===== src/rtl/strided_buffer_writer_pkg.sv =====
// Shared shape-word layout and sweep state encoding for the strided buffer writer/reader pair.
package strided_buffer_writer_pkg;

    localparam int SHAPE_W = 25;
    localparam int W_LSB   = 0;
    localparam int W_BITS  = 9;
    localparam int H_LSB   = 9;
    localparam int H_BITS  = 9;
    localparam int C_LSB   = 18;
    localparam int C_BITS  = 7;

    typedef struct packed {
        logic [C_BITS-1:0] n_wrap_c;
        logic [H_BITS-1:0] h_ftm;
        logic [W_BITS-1:0] w_ftm;
    } shape_t;

    typedef enum logic [1:0] {
        ST_IDLE  = 2'd0,
        ST_WRITE = 2'd1,
        ST_DONE  = 2'd2
    } state_t;

    function automatic shape_t unpack_shape(input logic [SHAPE_W-1:0] raw);
        shape_t s;
        s.w_ftm    = raw[W_LSB +: W_BITS];
        s.h_ftm    = raw[H_LSB +: H_BITS];
        s.n_wrap_c = raw[C_LSB +: C_BITS];
        return s;
    endfunction

    function automatic logic shape_ok(input shape_t s);
        return (s.w_ftm != '0) && (s.h_ftm != '0) && (s.n_wrap_c != '0);
    endfunction

endpackage


===== src/rtl/strided_buffer_writer_coord.sv =====
// Feature-map coordinate counter: dc innermost, then y, then x as bank remainder/quotient.
// Latency: counters step on the cycle after adv; col_end/last are combinational on current coords.
// Backpressure: none of its own; advances only when the parent accepts a word.
module ftm_coord_counter
    import strided_buffer_writer_pkg::*;
#(
    parameter int N_BUF_X = 10,
    parameter int X_REM_W = 4
) (
    input  logic               clk,
    input  logic               rst,
    input  logic               clr,
    input  logic               adv,
    input  shape_t             shape,
    output logic [X_REM_W-1:0] x_rem,
    output logic               col_end,
    output logic               last
);

    localparam int XP_W = W_BITS + X_REM_W + 1;
    localparam logic [X_REM_W-1:0] REM_MAX = X_REM_W'(N_BUF_X - 1);

    logic [C_BITS-1:0] dc;
    logic [H_BITS-1:0] y;
    logic [W_BITS-1:0] x_quo;
    logic              dc_end;
    logic              y_end;
    logic [XP_W-1:0]   x_pos;

    assign dc_end  = (dc == shape.n_wrap_c - C_BITS'(1));
    assign y_end   = (y == shape.h_ftm - H_BITS'(1));
    assign col_end = dc_end && y_end;
    // Constant-factor recombination of x, only used for the final-word flag.
    assign x_pos   = XP_W'(x_quo) * XP_W'(N_BUF_X) + XP_W'(x_rem);
    assign last    = col_end && (x_pos == XP_W'(shape.w_ftm) - XP_W'(1));

    always_ff @(posedge clk or posedge rst) begin
        if (rst) begin
            dc    <= '0;
            y     <= '0;
            x_rem <= '0;
            x_quo <= '0;
        end else if (clr) begin
            dc    <= '0;
            y     <= '0;
            x_rem <= '0;
            x_quo <= '0;
        end else if (adv) begin
            if (dc_end) begin
                dc <= '0;
                if (y_end) begin
                    y <= '0;
                    if (x_rem == REM_MAX) begin
                        x_rem <= '0;
                        x_quo <= x_quo + W_BITS'(1);
                    end else begin
                        x_rem <= x_rem + X_REM_W'(1);
                    end
                end else begin
                    y <= y + H_BITS'(1);
                end
            end else begin
                dc <= dc + C_BITS'(1);
            end
        end
    end

endmodule


===== src/rtl/strided_buffer_writer.sv =====
// Scatters a streamed feature map across x-interleaved buffer banks (bank = x mod N_BUF_X).
// Latency: bank write appears one cycle after the stream handshake; done with the final write.
// Backpressure: s_tready is high for the whole sweep, so the stream is never stalled mid-sweep.
module strided_buffer_writer
    import strided_buffer_writer_pkg::*;
#(
    parameter int N_BUF_X    = 10,
    parameter int B_BUF_ADDR = 9,
    parameter int B_SHAPE    = 25,
    parameter int DATA_WIDTH = 64
) (
    input  logic                          clk,
    input  logic                          rst,
    input  logic                          start,
    input  logic [B_SHAPE-1:0]            ftm_shape,
    input  logic [DATA_WIDTH-1:0]         s_tdata,
    input  logic                          s_tvalid,
    output logic                          s_tready,
    input  logic                          s_tlast,
    output logic [N_BUF_X-1:0]            wr_en,
    output logic [B_BUF_ADDR*N_BUF_X-1:0] wr_addr,
    output logic [DATA_WIDTH-1:0]         wr_data,
    output logic                          busy,
    output logic                          done,
    output logic                          err,
    output logic                          tog
);

    localparam int X_REM_W = (N_BUF_X > 1) ? $clog2(N_BUF_X) : 1;
    localparam int OFF_W   = C_BITS + H_BITS;
    localparam int FULL_W  = OFF_W + W_BITS;
    localparam logic [X_REM_W-1:0] REM_MAX = X_REM_W'(N_BUF_X - 1);

    state_t                        state_q;
    state_t                        state_d;
    shape_t                        shape_q;
    shape_t                        shape_in;
    logic                          start_ok;
    logic                          start_bad;
    logic                          hs;
    logic                          word_end;
    logic [X_REM_W-1:0]            x_rem;
    logic                          col_end;
    logic                          last_word;
    logic [OFF_W-1:0]              col_off;
    logic [FULL_W-1:0]             col_base;
    logic [FULL_W-1:0]             addr_full;
    logic                          in_range;
    logic [N_BUF_X-1:0]            wr_en_d;
    logic [B_BUF_ADDR*N_BUF_X-1:0] wr_addr_d;

    assign shape_in  = unpack_shape(ftm_shape[SHAPE_W-1:0]);
    assign start_ok  = start && (state_q == ST_IDLE) && shape_ok(shape_in);
    assign start_bad = start && (state_q == ST_IDLE) && !shape_ok(shape_in);
    assign hs        = s_tvalid && s_tready;
    assign word_end  = hs && (last_word || s_tlast);
    assign addr_full = col_base + FULL_W'(col_off);
    assign in_range  = ((addr_full >> B_BUF_ADDR) == '0);

    always_ff @(posedge clk or posedge rst) begin
        if (rst) begin
            state_q <= ST_IDLE;
        end else begin
            state_q <= state_d;
        end
    end

    always_comb begin
        state_d = state_q;
        case (state_q)
            ST_IDLE:  if (start_ok) state_d = ST_WRITE;
            ST_WRITE: if (word_end) state_d = ST_DONE;
            ST_DONE:  state_d = ST_IDLE;
            default:  state_d = ST_IDLE;
        endcase
    end

    always_comb begin
        s_tready = (state_q == ST_WRITE);
        busy     = (state_q == ST_WRITE);
        done     = (state_q == ST_DONE);
    end

    ftm_coord_counter #(
        .N_BUF_X (N_BUF_X),
        .X_REM_W (X_REM_W)
    ) u_coord (
        .clk     (clk),
        .rst     (rst),
        .clr     (start_ok),
        .adv     (hs),
        .shape   (shape_q),
        .x_rem   (x_rem),
        .col_end (col_end),
        .last    (last_word)
    );

    // Bank address = col_base + col_off; col_base jumps by one column's word count
    // each time x wraps back to bank 0, which replaces the n*(y + h*x_quo) product.
    always_ff @(posedge clk or posedge rst) begin
        if (rst) begin
            shape_q  <= '0;
            col_off  <= '0;
            col_base <= '0;
        end else if (start_ok) begin
            shape_q  <= shape_in;
            col_off  <= '0;
            col_base <= '0;
        end else if (hs) begin
            if (col_end) begin
                col_off <= '0;
                if (x_rem == REM_MAX) begin
                    col_base <= col_base + FULL_W'(col_off) + FULL_W'(1);
                end
            end else begin
                col_off <= col_off + OFF_W'(1);
            end
        end
    end

    always_comb begin
        wr_en_d   = '0;
        wr_addr_d = '0;
        if (hs && in_range) begin
            wr_en_d[x_rem] = 1'b1;
            wr_addr_d[x_rem*B_BUF_ADDR +: B_BUF_ADDR] = addr_full[B_BUF_ADDR-1:0];
        end
    end

    always_ff @(posedge clk or posedge rst) begin
        if (rst) begin
            wr_en   <= '0;
            wr_addr <= '0;
            wr_data <= '0;
            err     <= 1'b0;
            tog     <= 1'b0;
        end else begin
            wr_en   <= wr_en_d;
            wr_addr <= wr_addr_d;
            if (hs) begin
                wr_data <= s_tdata;
            end
            if (start_ok) begin
                err <= 1'b0;
            end else if (start_bad) begin
                err <= 1'b1;
            end else if (hs && (!in_range || (s_tlast != last_word))) begin
                err <= 1'b1;
            end
            if (word_end) begin
                tog <= ~tog;
            end
        end
    end

endmodule


===== config.mk =====
export PLATFORM = sky130hd
export DESIGN_NAME = strided_buffer_writer
export DESIGN_NICKNAME = d
export VERILOG_FILES = /design/src/rtl/strided_buffer_writer_pkg.sv /design/src/rtl/strided_buffer_writer_coord.sv /design/src/rtl/strided_buffer_writer.sv
export SDC_FILE = /design/constraint.sdc
export NUM_CORES = 1
export LEC_CHECK = 0
export CAP_MARGIN = 20
export CORE_ASPECT_RATIO = 1.4
export CORE_MARGIN = 2
export CORE_UTILIZATION = 53
export CTS_CLUSTER_DIAMETER = 100
export CTS_CLUSTER_SIZE = 16
export DETAILED_ROUTE_END_ITERATION = 7
export PLACE_DENSITY_LB_ADDON = 0.15
export SLEW_MARGIN = 20
export SYNTH_ARGS = -nofsm -noshare
export SYNTH_HDL_FRONTEND = slang
export SYNTH_HIERARCHICAL = 1
export SYNTH_SLANG_ARGS = --single-unit

===== constraint.sdc =====
create_clock -name clk -period 11.3 [get_ports clk]
set_input_delay 2.26 -clock clk [delete_from_list [all_inputs] [get_ports clk]]
set_output_delay 2.26 -clock clk [all_outputs]
set_load 0.01 [all_outputs]

**Word-level counts from Yosys, hierarchy flattened**

Index checks and enable logic that the tools add are counted.

- Register bits after elaboration: 263
- Output and inout bits: 169

- Add/sub/neg operators: 12
- $mul: 2
- $lt $le $gt $ge: 2
- Eq/ne operators: 9
- Shift operators: 2
- Muxes and demuxes: 34
- Bitwise operators: 2
- Reduce and logical (&&, ||, !) cells: 32

Operator list:

| operator | count |
|---|---|
| $mux 25 | 4 |
| $and 90x90->90 | 1 |
| $mux 90 | 1 |
| $shift 9x34->90 const A | 1 |
| $shiftx 9x34->90 | 1 |
| $mux 9 | 9 |
| $mux 16 | 3 |
| $neg 8->34 | 1 |
| $add 25x1->25 const B | 1 |
| $add 25x16->25 | 1 |
| $logic_not 25->1 | 1 |
| $mux 7 | 3 |
| $mux 4 | 5 |
| $add 9x1->9 const B | 2 |
| $reduce_bool 9->1 | 2 |
| $add 16x1->16 const B | 1 |
| $add 13x4->14 | 1 |
| $eq 14x14->1 | 1 |
| $logic_and 1x1->1 | 12 |
| $mul 9x3->12 const B | 1 |
| $mux 10 | 1 |
| $reduce_bool 2->1 | 5 |
| $sub 9x1->10 const B | 1 |
| $eq 9x9->1 | 1 |
| other kinds (27) | 35 |

**Depth between registers and ports, before layout**

- Word-level depth: 10
- Gate-level depth with buffers: 16
- Gate-level depth less buffers: 16

**Hierarchy**

Netlist, hierarchy kept.

By module, submodules not included:

| module | instances | cells each | area an instance (µm²) | sequential area each (µm²) |
|---|---|---|---|---|
| strided_buffer_writer | 1 | 1,153 | 10,628.9 | 5,855.6 |
| ftm_coord_counter | 1 | 348 | 2,995.4 | 725.7 |

**Worst setup path after synthesis**

Ideal clock, no wire load.

- Path kind: input-to-reg
- From: input s_tvalid
- To: register u_coord.x_quo[8]
- Setup time: 0.078 ns
- Arrival time: 4.233 ns
- Path slack: 6.989 ns
- Cell stages on the path: 9
- Cell sequence: nand2_1 > inv_1 > clkbuf_1 > clkbuf_1 > nand2_1 > nor2b_1 > a31oi_1 > or4_1 > a21oi_1

- Longest elaborated chain between the ends: 3

Ends and longest elaborated chain:

| what | line | RTL |
|---|---|---|
| from (decl) | strided_buffer_writer.sv:17 | `input logic s_tvalid,` |
| $logic_and 1x1->1 | strided_buffer_writer.sv:55 | `assign hs = s_tvalid && s_tready;` |
| via hs | strided_buffer_writer.sv:40 | `logic hs;` |
| $reduce_bool 2->1 (no line) | -- |  |
| $reduce_and 4->1 (no line) | -- |  |
| to (signal assigned) | strided_buffer_writer_coord.sv:55 | `x_quo <= x_quo + W_BITS'(1);` |
| to (decl) | strided_buffer_writer_coord.sv:25 | `logic [W_BITS-1:0] x_quo;` |

The timed path passes the listed nets, and every way through them passes these cells.
A chain may end at the register's enable or synchronous reset.

**Worst setup path after layout**

- From: input ftm_shape[3]
- To: register u_coord.x_quo[4]

- Longest elaborated chain between the ends: 6
- Elaborated cells on any way between the ends: 10
- Classes of those cells: mux: 1; reduce/logical: 9

Ends and longest elaborated chain:

| what | line | RTL |
|---|---|---|
| from (decl) | strided_buffer_writer.sv:15 | `input logic [B_SHAPE-1:0] ftm_shape,` |
| $reduce_bool 9->1 (*) | strided_buffer_writer_pkg.sv:33 | `return (s.w_ftm != '0) && (s.h_ftm != '0) && (s.n_wrap_c != '0);` |
| $logic_and 1x1->1 (*) (2 in a row) | strided_buffer_writer_pkg.sv:33 |  |
| $logic_and 1x1->1 (*) | strided_buffer_writer.sv:53 | `assign start_ok = start && (state_q == ST_IDLE) && shape_ok(shape_in);` |
| $reduce_bool 2->1 (no line) | -- |  |
| $reduce_and 4->1 (no line) | -- |  |

Every way passes the cells marked *; elsewhere a longest branch is shown, timed or not.

==> flow_metrics.tcl <==
set metrics [dict create \
    period_needed_ns 5.21 \
    maxSlewHeadroom_pct 24.5 \
    diodes 0 \
    synthTopCellsByCount "nand2_1, dfrtp_1, nor2_1" \
    drive_gt1_share_pct 3.94 \
    boundaryPins 263 \
    drtPass1Iterations 5 \
    finalCritPeriodShare_pct 46.1 \
    tns_ns 0 \
    gr-total-overflow 0 \
    cts_num_sinks 263 \
    drc 0 \
    fin_area_sq_mm 0.0170 \
    yosys_register_bits 263 \
    yosys.area.top_type "dfrtp_1" \
    clock.fmax_mhz 192 \
    row_count 69 \
    synth_top_cell_area_share_pct 48.3 \
    rr_worst_depth 12 \
    hold_path_depth 2 \
    async_reset_ff_share_pct 100 \
    rr_endpoint "wr_addr[88]" \
    finalNetCount 1871 \
    core_area_sq_mm 0.0253 \
    setup_viol 0 \
    hold_viol 0 \
    hpwl_um 28100 \
    root_buffer "clkbuf_16" \
    worstPathMaxFanout 58 \
    synth_area_leaders "dfrtp_1, nand2_1, ha_1" \
    holdPathEnd "wr_data[52]" \
    rrSetupSlack_ns 6.53 \
    cts.repair.resized 0 \
    synth_flop_cell "dfrtp_1" \
    clock-skew-final_ns 0.0249 \
    cts_hold_buf 0 \
    tightestPinTransition_ns 1.12 \
    worstPathArrival_ns 5.63 \
    antenna_found_initial 0 \
    route.vias.total 11800 \
    start_kind "input pin" \
    r2r-start "col_off[0]" \
    p_per_area_mw_per_mm2 168 \
    clk_pin_slew_ns 0.07 \
    cap_violations 0 \
    rsz0062_at_grt "false" \
    ys_seq_area_share_pct 48.3 \
    grt_start_max_net_pins 133 \
    ys_types 86 \
    viasPerCell 5.77 \
    synth_edf_count 0 \
    syn2layout_area_growth_pct 24.8 \
    placed_area_sq_mm 0.0165 \
    drtIter0Drc 659 \
    grt_first_pass_wirelength_um 62200 \
    ir_drop_mv 0.151 \
    portBuffers 262 \
    grt_usage_pct 28.3 \
    wire_per_inst_um 18.8 \
    die_height_um 194 \
    min_path_type "reg2reg" \
    initial_core_util_pct 53.9 \
    netlist_area_sq_mm 0.0136 \
    synth.avg_cell_area_sq_um 9.08 \
    synth.most_common_cell "nand2_1" \
    critPathRequiredTime_ns 11.73 \
    cts_tree "built" \
    critPathKind "in2reg" \
    outcome "complete, no violations" \
    synth_warnings 6 \
    routed_wl_um 38500 \
    h-tree-depth 1 \
    netlist_instances 1501 \
    min_from "wr_data[52]" \
    fp.dieArea_sq_mm 0.0270 \
    cts_buffer_depth 3 \
    antenna_left 0 \
    gp_congestion 0.921 \
    cts_buffers 20 \
    synth_fp_nets 1646 \
    insertion_delay_ns 0.52 \
    p_leak_nw 7.63 \
    post-cts-setup-buffers 0 \
    grt_pass1_vias 11800 \
    worst_setup_path_end_kind "flip-flop" \
    drv_slew 0 \
    die_width_um 140 \
]
## cell usage in the layout, fill, tap and decap left out, types with 5 or more instances in the layout
master,netlist,final
nand2b_1,14,14
nor2_1,123,123
a211oi_1,9,9
or2_2,9,9
dfrtp_1,263,263
nand3_1,54,53
ha_1,48,48
o21a_1,6,6
and2_1,6,6
xor2_1,30,30
clkdlybuf4s50_1,0,262
buf_4,3,8
a21oi_1,50,49
nor3b_1,7,7
xnor2_1,45,45
nand2_1,348,347
nor2b_1,17,17
nor4_1,35,34
or3_1,13,13
nand4b_1,5,5
o211ai_1,6,6
o31ai_1,16,16
or4_1,11,11
o21ai_0,72,72
inv_1,42,40
nand4_1,22,22
nor3_1,43,43
clkbuf_16,0,20
a31oi_1,7,7
a21o_1,9,9
and3_1,18,18
## worst max-delay path, stage by stage
cell	delay [ns]
clkdlybuf4s50_1	0.42
nor4_1	0.36
nand3_1	0.23
nand3_2	0.12
buf_4	0.47
clkinv_1	0.21
buf_4	0.36
a31oi_1	0.75
o21ai_0	0.21
a21oi_1	0.19
## stage by stage
step	power (mW)	setup slack, ns	utilization (%)	hold slack (ns)	instances
floorplan	1.79	2.62	-	0.453	1501
global placement	2.20	5.73	65.0	0.457	2021
detailed placement	2.23	5.55	65.1	0.462	2023
CTS	2.88	6.09	67.2	0.478	2045
global route	3.03	5.86	67.2	0.495	2045
finish	2.86	6.09	67.2	0.476	2045
## final cells by class
class,count,area (sq um)
fillers,2083,8290
inverters,43,169
well taps,319,399
multi-input cells,1126,6620
clock inverters,2,27.5
flip-flops and latches,263,6580
clock buffers,20,500
repair buffers,272,2710
## logic make-up after synthesis
group / after synthesis / share of synthesized area, %
AO/OA/AOI/OAI: 239 / 11.7
XOR/XNOR: 79 / 5.48
multiplexers: 4 / 0.294
flip-flops: 263 / 48.3
adder cells (fa/ha/maj): 51 / 4.85
AND/OR/NAND/NOR: 753 / 26.0
buffers and inverters: 112 / 3.36
## routing by layer
| layer | wire (um) | up-vias | GRT usage (%) |
|---|---|---|---|
| met4 | 1720 | 0 | 11.0 |
| li1 | - | 5633 | - |
| met5 | 0 | - | 0 |
| met2 | 20000 | 344 | 51.6 |
| met1 | 14800 | 5740 | 33.0 |
| met3 | 2000 | 91 | 4.84 |
## report_power, final
part	total (mW)	switching (mW)	internal, mW
Sequential	1.27	0.154	1.12
Clock	0.646	0.328	0.319
Combinational	0.943	0.496	0.447
Total	2.86	0.977	1.88
## state kept, by name, summed over array words and instances, names as in the netlist
signal         cells
wr_en             10
wr_addr           90
wr_data           64
tog                1
state_q            2
u_coord/y          9
col_base          25
u_coord/x_rem      4
err                1
u_coord/dc         7
col_off           16
shape_q           25
u_coord/x_quo      9
## worst max-delay path by stage
stage	startpoint	to	slack [ns]	cells after the start
floorplan	rst	col_base[0]	2.62	1
global placement	ftm_shape[3]	u_coord/x_quo[4]	5.73	10
detailed placement	ftm_shape[3]	u_coord/x_quo[4]	5.55	10
CTS	ftm_shape[3]	u_coord/x_quo[4]	6.09	10
global route	ftm_shape[4]	u_coord/x_quo[4]	5.86	10
finish	ftm_shape[3]	u_coord/x_quo[4]	6.09	10
Power figures use the tool's default switching activity.
